**config.mk**
```make
export PLATFORM = sky130hd
export DESIGN_NAME = dma_ext_device
export DESIGN_NICKNAME = d
export VERILOG_FILES = /design/src/rtl/dma_ext_pkg.sv /design/src/rtl/dma_ext_storage.sv /design/src/rtl/dma_ext_device.sv
export SDC_FILE = /design/constraint.sdc
export NUM_CORES = 1
export LEC_CHECK = 0
export ABC_CLOCK_PERIOD_IN_PS = 11250
export CAP_MARGIN = 15
export CORE_AREA = 2 2 140 142
export DETAILED_ROUTE_END_ITERATION = 8
export DIE_AREA = 0 0 142 144
export PLACE_DENSITY_LB_ADDON = 0.25
export SYNTH_ARGS = -nofsm -noshare
export SYNTH_HDL_FRONTEND = slang
export SYNTH_HIERARCHICAL = 1
export SYNTH_SLANG_ARGS = --single-unit
```
**constraint.sdc**
```tcl
create_clock -name clk -period 11.25 [get_ports clk]
set_input_delay 2.25 -clock clk [delete_from_list [all_inputs] [get_ports clk]]
set_output_delay 2.25 -clock clk [all_outputs]
set_load 0.1 [all_outputs]
```
**src/rtl/dma_ext_pkg.sv**
```systemverilog
// Shared types and defaults for the clocked DMA external device.
package dma_ext_pkg;

    typedef enum logic [2:0] {
        ST_IDLE = 3'd0,
        ST_WAIT = 3'd1,
        ST_FIRE = 3'd2,
        ST_BUSY = 3'd3,
        ST_DONE = 3'd4
    } state_t;

    localparam int WORD_SIZE_DEF = 16;

    // Width needed to address n blocks; never narrower than one bit.
    function automatic int offset_bits_for(input int n);
        return (n <= 2) ? 1 : $clog2(n);
    endfunction

endpackage

```
**src/rtl/dma_ext_storage.sv**
```systemverilog
// Block register file: registered read port, gated write port, out-of-range guard.
module dma_ext_storage
    import dma_ext_pkg::*;
#(
    parameter int BLOCK_W     = 64,
    parameter int NUM_BLOCKS  = 3,
    parameter int OFFSET_BITS = 2
) (
    input  logic                   i_clk,
    input  logic                   i_reset,
    input  logic [OFFSET_BITS-1:0] i_rd_addr,
    output logic [BLOCK_W-1:0]     o_rd_data,
    input  logic                   i_wr_en,
    input  logic [OFFSET_BITS-1:0] i_wr_addr,
    input  logic [BLOCK_W-1:0]     i_wr_data
);

    logic [NUM_BLOCKS-1:0][BLOCK_W-1:0] r_mem;
    logic [BLOCK_W-1:0]                 r_rd_data;
    logic [BLOCK_W-1:0]                 w_rd_data;

    // Addresses matching no block read as zero.
    always_comb begin
        w_rd_data = '0;
        for (int i = 0; i < NUM_BLOCKS; i++) begin
            if (i_rd_addr == OFFSET_BITS'(i)) w_rd_data = r_mem[i];
        end
    end

    always_ff @(posedge i_clk) begin
        if (i_reset) r_rd_data <= '0;
        else         r_rd_data <= w_rd_data;
    end

    // Contents deliberately survive reset.
    always_ff @(posedge i_clk) begin
        for (int i = 0; i < NUM_BLOCKS; i++) begin
            if (i_wr_en && (i_wr_addr == OFFSET_BITS'(i))) r_mem[i] <= i_wr_data;
        end
    end

    assign o_rd_data = r_rd_data;

endmodule

```
**src/rtl/dma_ext_device.sv**
```systemverilog
// Clocked external device: timed interrupt, holds data until DMA completion, repeats.
module dma_ext_device
    import dma_ext_pkg::*;
#(
    parameter int WORD_SIZE     = WORD_SIZE_DEF,
    parameter int BURST_WORDS   = 4,
    parameter int NUM_BLOCKS    = 3,
    parameter int OFFSET_BITS   = offset_bits_for(NUM_BLOCKS),
    parameter int FIRE_INTERVAL = 36000,
    parameter int INT_DURATION  = 100,
    parameter int NUM_FIRES     = 2,
    parameter int CNT_BITS      = 16
) (
    input  logic                             clk,
    input  logic                             reset,
    input  logic                             enable,
    input  logic [OFFSET_BITS-1:0]           offset,
    output logic [BURST_WORDS*WORD_SIZE-1:0] data,
    output logic                             interrupt,
    input  logic                             dma_done,
    input  logic                             wr_en,
    input  logic [OFFSET_BITS-1:0]           wr_addr,
    input  logic [BURST_WORDS*WORD_SIZE-1:0] wr_data,
    output logic                             busy,
    output logic [7:0]                       fire_count,
    output logic                             protocol_err
);

    localparam logic [CNT_BITS-1:0] FIRE_LAST = CNT_BITS'(FIRE_INTERVAL - 1);
    localparam logic [CNT_BITS-1:0] INT_LAST  = CNT_BITS'(INT_DURATION - 1);
    localparam logic [7:0]          FIRE_TGT  = 8'(NUM_FIRES);

    state_t              r_state, w_next;
    logic [CNT_BITS-1:0] r_cnt, w_cnt_next;
    logic [7:0]          r_fires, w_fires_inc;
    logic                r_int, r_busy, r_perr;
    logic                w_xfer, w_done_ok, w_wr_ok;

    assign w_xfer      = (r_state == ST_FIRE) || (r_state == ST_BUSY);
    assign w_done_ok   = dma_done && w_xfer;
    assign w_fires_inc = (r_fires == 8'hFF) ? r_fires : r_fires + 8'd1;
    assign w_wr_ok     = wr_en && !w_xfer;

    always_comb begin
        w_next     = r_state;
        w_cnt_next = r_cnt;
        unique case (r_state)
            ST_IDLE: begin
                w_cnt_next = '0;
                if (enable) w_next = ST_WAIT;
            end
            // Dropping enable wins over an interval that expires the same cycle.
            ST_WAIT: begin
                if (!enable) begin
                    w_next     = ST_IDLE;
                    w_cnt_next = '0;
                end else if (r_cnt == FIRE_LAST) begin
                    w_next     = ST_FIRE;
                    w_cnt_next = '0;
                end else begin
                    w_cnt_next = r_cnt + 1'b1;
                end
            end
            ST_FIRE: begin
                if (r_cnt == INT_LAST) begin
                    w_next     = ST_BUSY;
                    w_cnt_next = '0;
                end else begin
                    w_cnt_next = r_cnt + 1'b1;
                end
            end
            ST_BUSY: w_cnt_next = '0;
            ST_DONE: w_cnt_next = '0;
            default: begin
                w_next     = ST_IDLE;
                w_cnt_next = '0;
            end
        endcase
        // Completion overrides the FIRE timeout and cuts the interrupt short.
        if (w_done_ok) begin
            w_cnt_next = '0;
            w_next     = ((NUM_FIRES != 0) && (w_fires_inc == FIRE_TGT)) ? ST_DONE : ST_WAIT;
        end
    end

    always_ff @(posedge clk) begin
        if (reset) begin
            r_state <= ST_IDLE;
            r_cnt   <= '0;
            r_fires <= '0;
            r_int   <= 1'b0;
            r_busy  <= 1'b0;
            r_perr  <= 1'b0;
        end else begin
            r_state <= w_next;
            r_cnt   <= w_cnt_next;
            if (w_done_ok) r_fires <= w_fires_inc;
            if (dma_done && !w_xfer) r_perr <= 1'b1;
            r_int   <= (w_next == ST_FIRE);
            r_busy  <= (w_next == ST_FIRE) || (w_next == ST_BUSY);
        end
    end

    dma_ext_storage #(
        .BLOCK_W    (BURST_WORDS*WORD_SIZE),
        .NUM_BLOCKS (NUM_BLOCKS),
        .OFFSET_BITS(OFFSET_BITS)
    ) u_storage (
        .i_clk    (clk),
        .i_reset  (reset),
        .i_rd_addr(offset),
        .o_rd_data(data),
        .i_wr_en  (w_wr_ok),
        .i_wr_addr(wr_addr),
        .i_wr_data(wr_data)
    );

    assign interrupt    = r_int;
    assign busy         = r_busy;
    assign fire_count   = r_fires;
    assign protocol_err = r_perr;

endmodule

```
; Word level (Yosys, flattened, before mapping)
; Cells that the tools add are included.
; Widths: inputs -> output; s select.
[word_totals]
output_inout_bits = 75
register_bits = 286
[op_classes]
n_mux = 15
addsub = 2
n_reduce_logical = 14
n_eq_ne = 14
[ops]
columns = cell, n
row1 = $mux 64, 3
row2 = $mux 16, 3
row3 = $pmux 16 s2, 1
row4 = $mux 3, 6
row5 = $add 16x1->16 const B, 1
row6 = $eq 16x16->1 const B, 1
row7 = $eq 16x7->1 const B, 1
row8 = $eq 3x2->1 const B, 4
row9 = $pmux 3 s4, 1
row10 = $add 8x1->8 const B, 1
row11 = $eq 8x2->1 const B, 1
row12 = $eq 8x8->1 const B, 1
row13 = $mux 8, 1
row14 = $logic_and 1x1->1, 6
row15 = $eq 2x1->1 const B, 2
row16 = $eq 2x2->1 const B, 2
row17 = $logic_not 2->1, 2
row18 = $reduce_or 2->1, 2
row19 = $eq 3x1->1 const B, 1
row20 = $eq 3x3->1 const B, 1
row21 = $logic_not 3->1, 1
row22 = $logic_or 1x1->1, 2
row23 = $logic_not 1->1, 1

; Logic depth before layout (Yosys ltp)
[depth]
ltp_word = 7
depth_mapped = 7
mapped_depth_nobuf = 6

; Modules after synthesis
; Netlist, hierarchy kept.
[by_module_without_submodules]
columns = module, instances, area_each_um2, cells_each
row1 = dma_ext_storage, 1, 9564.2, 557
row2 = dma_ext_device, 1, 1506.4, 176

; Worst setup path before layout
; No wires, ideal clock.
[synth_path]
kind = in2reg
from = in wr_en
to = reg u_storage/r_mem[0] (netlist bit) (enable)
stages = 2
setup_time_ps = 579
path_buffers = 0
arrival_ps = 7015
setup_slack_ps = 3656
path_cell_list = and2_1 -> nor3b_1
[synth_between]
elab_chain_len = 2
[synth_rtl]
columns = element, line
row1 = from (decl), dma_ext_device.sv:21  ; input logic wr_en,
row2 = $logic_and 1x1->1, dma_ext_device.sv:42  ; assign w_wr_ok = wr_en && !w_xfer;
row3 = $logic_and 1x1->1, dma_ext_storage.sv:38  ; if (i_wr_en && (i_wr_addr == OFFSET_BITS'(i))) r_mem[i] <= i_wr_data;
row4 = "to (signal, indexed assignment)", dma_ext_storage.sv:38
row5 = to (decl), dma_ext_storage.sv:18  ; logic [NUM_BLOCKS-1:0][BLOCK_W-1:0] r_mem;
; Every way passes these cells.
; A chain may end at the register's enable or synchronous reset.

; Final worst setup path
[layout_path]
from = reg r_fires[5] (netlist: fire_count[5])
to = out fire_count[5]
[layout_lines]
columns = element, line
row1 = from (decl), dma_ext_device.sv:35  ; logic [7:0] r_fires, w_fires_inc;
row2 = from (signal assigned), dma_ext_device.sv:97  ; if (w_done_ok) r_fires <= w_fires_inc;
row3 = to (decl), dma_ext_device.sv:25  ; output logic [7:0] fire_count,
; No word-level cell between the ends.

==> impl_metrics.tcl <==
set metrics [dict create \
    antenna_found_initial 0 \
    drt-vias-per-instance 5.66 \
    drtIter0Drc 432 \
    ys_seq_area_share_pct 69.1 \
    n_fill_cell 1237 \
    clk_latency_ns 0.53 \
    powerDensity_nw_per_um2 173 \
    crit_type "reg2out" \
    cts_buffers 28 \
    synthTopCellsByArea "edfxtp_1 52%, dfxtp_1 17%, a211oi_2 11%" \
    diodes 0 \
    fin_skew_ns 0.0117 \
    ys_warn_count 6 \
    fmax_ghz 0.220 \
    min_to "r_cnt[0]" \
    hp-start "r_cnt[0]" \
    async_reset_ff_share_pct 0 \
    routabilityCongestion 0.895 \
    drv_slew 0 \
    dr_total_vias 6363 \
    post-place-ws_ns 6.87 \
    grt_max_degree 103 \
    timing.final.crit_period_ns 4.55 \
    wl_per_cell_um 18.1 \
    dpl-instance-area_um2 12600 \
    first_pass_iters 4 \
    clockBufferDepth 3 \
    grt_pass1_vias 6476 \
    dp_hpwl_um 12000 \
    syn-num-nets 808 \
    cts-hold-fix-buffers 0 \
    ys_ff_latch 286 \
    cp_slowest_stage_delay_ns 1.22 \
    worst_path_max_delay_cell "clkdlybuf4s50_1" \
    end_kind "primary output" \
    required_ns 9.00 \
    layout_commonest_cell "edfxtp_1" \
    cts.reportedPaths.clkPinSlew_ns 0.06 \
    hold_violations 0 \
    r2r_cells 3 \
    cap_violations 0 \
    yosysTopAreaCellShare_pct 52.1 \
    syn-cell-area_um2 11100 \
    synthCells 733 \
    clock-sinks 286 \
    stdcell_count 1125 \
    root_buffer "clkbuf_16" \
    outcome "finished, final reports clean" \
    irDropWorstVdd_uv 113 \
    total_power_mw 2.34 \
    cp_max_fo 9 \
    portBuffers 147 \
    area_growth_pct 22.0 \
    start_util_pct 58.0 \
    synthDistinctLibCells 50 \
    finalSetupViolCount 0 \
    worstSetupStartpointType "flop" \
    worstReg2RegEnd "u_storage/r_mem[138]" \
    arrival_ns 2.30 \
    crit_chain "clkdlybuf4s50_1" \
    post_cts_buffers 0 \
    wirelength_um 20400 \
    fin_nets 941 \
    min_path_type "reg2reg" \
    placed_cells 1074 \
    overflow 0 \
    drcViolationCount 0 \
    drive_gt1_share_pct 17.4 \
    r2r_start "r_state[2]" \
    hold_slack_ns 0.471 \
    power.leakage_nw 4.36 \
    die_area_um2 20400 \
    avgSynthCellArea_um2 15.1 \
    cts_resized 0 \
    slew_headroom_pct 22.0 \
    cts_tree "yes" \
    cp_num_buf_inv 1 \
    antenna_left 0 \
    finalWorstSetupSlack_ns 6.70 \
    final_cell_mix "192 x edfxtp_1, 144 x clkdlybuf4s50_1, 94 x dfxtp_1, 94 x a211oi_2, 66 x nand2b_1" \
    rsz0062_at_grt "no" \
    fp.dieW_um 142 \
    fin_util_pct 70.8 \
    coreArea_um2 19100 \
    io_pins 148 \
    cp_top_family "buffers and inverters" \
    synth-edff-count 192 \
    h-tree-depth 1 \
    setup_tns_ns 0 \
    hold_path_depth 1 \
    final_area_um2 13500 \
    period_share_pct 40.4 \
    grt_use_total_pct 19.9 \
    worst_slew_pin_slew_ns 1.17 \
    die_y_um 144 \
    synth-main-ff-cell "edfxtp_1" \
    rows 51 \
    rrSetupSlack_ns 9.10 \
    yosys.area.top_type "edfxtp_1" \
    grt_pass1_wl_um 32200 \
]
[final cells by class]
cell class / count / area (um^2) / area share [%]
multi-input combinational: 395 / 3130 / 23.1
clock buffer: 37 / 776 / 5.74
tap: 238 / 298 / 2.20
inverter: 3 / 11.3 / 0.0834
timing repair buffer: 152 / 1510 / 11.2
clock inverter: 14 / 140 / 1.04
sequential: 286 / 7650 / 56.6
[per-layer routing]
metal | up-vias | share of wire, % | track usage [%]
met3 | 32 | 5.1 | 4.11
met2 | 167 | 52 | 34.8
met1 | 3176 | 41 | 25.0
li1 | 2988 | - | -
met5 | - | 0 | 0
met4 | 0 | 2.0 | 6.26
[cells by family (layout without fill, tap and decap cells)]
kind of cell / Yosys count / count (layout) / share of synthesized area (%)
xor gates and xnor gates: 17 / 17 / 1.35
AOI/OAI and AO/OA: 144 / 144 / 14.1
DFF: 286 / 286 / 69.1
buffers and inverters: 52 / 206 / 2.79
adders and majority gates: 2 / 2 / 0.226
muxes: 5 / 5 / 0.463
and+or+nand+nor: 227 / 227 / 12.0
[cell usage after synthesis, drive strengths merged (2+ instances only)]
master / instances
edfxtp: 192
a211oi: 128
dfxtp: 94
nand2b: 66
nor2b: 64
nor2: 39
buf: 33
clkbuf: 16
nand2: 16
xnor2: 9
nand4: 8
xor2: 8
nand3: 7
nor3: 6
a21oi: 4
mux2i: 4
nor3b: 4
and3b: 3
inv: 3
a21boi: 2
and2: 2
and4: 2
and4bb: 2
ha: 2
nor4: 2
nor4b: 2
o21ai: 2
o31ai: 2
[power by group]
part / internal, mW / switching [mW] / leakage, nW
clock network: 0.550 / 0.360 / 0.446
logic: 0.0747 / 0.182 / 1.37
registers: 1.16 / 0.0115 / 2.54
total: 1.79 / 0.554 / 4.36
[sequential cells by signal, indices dropped and copies added, names as in the netlist]
name / flops
u_storage/r_mem: 192
fire_count: 8
r_state: 3
protocol_err: 1
busy: 1
r_cnt: 16
u_storage/o_rd_data: 64
interrupt: 1
[worst max path at each step]
stage | startpoint | to | slack [ns] | depth (start not counted)
final | fire_count[5] | fire_count[5] | 6.70 | 1
after global routing | fire_count[5] | fire_count[5] | 6.66 | 1
after CTS | fire_count[5] | fire_count[5] | 6.71 | 1
after detailed placement | offset[0] | u_storage/o_rd_data[10] | 6.87 | 5
after global placement | wr_en | u_storage/r_mem[157] | 6.99 | 3
after floorplan | wr_en | u_storage/r_mem[0] | 3.66 | 2
Power figures use the tool's default switching activity.
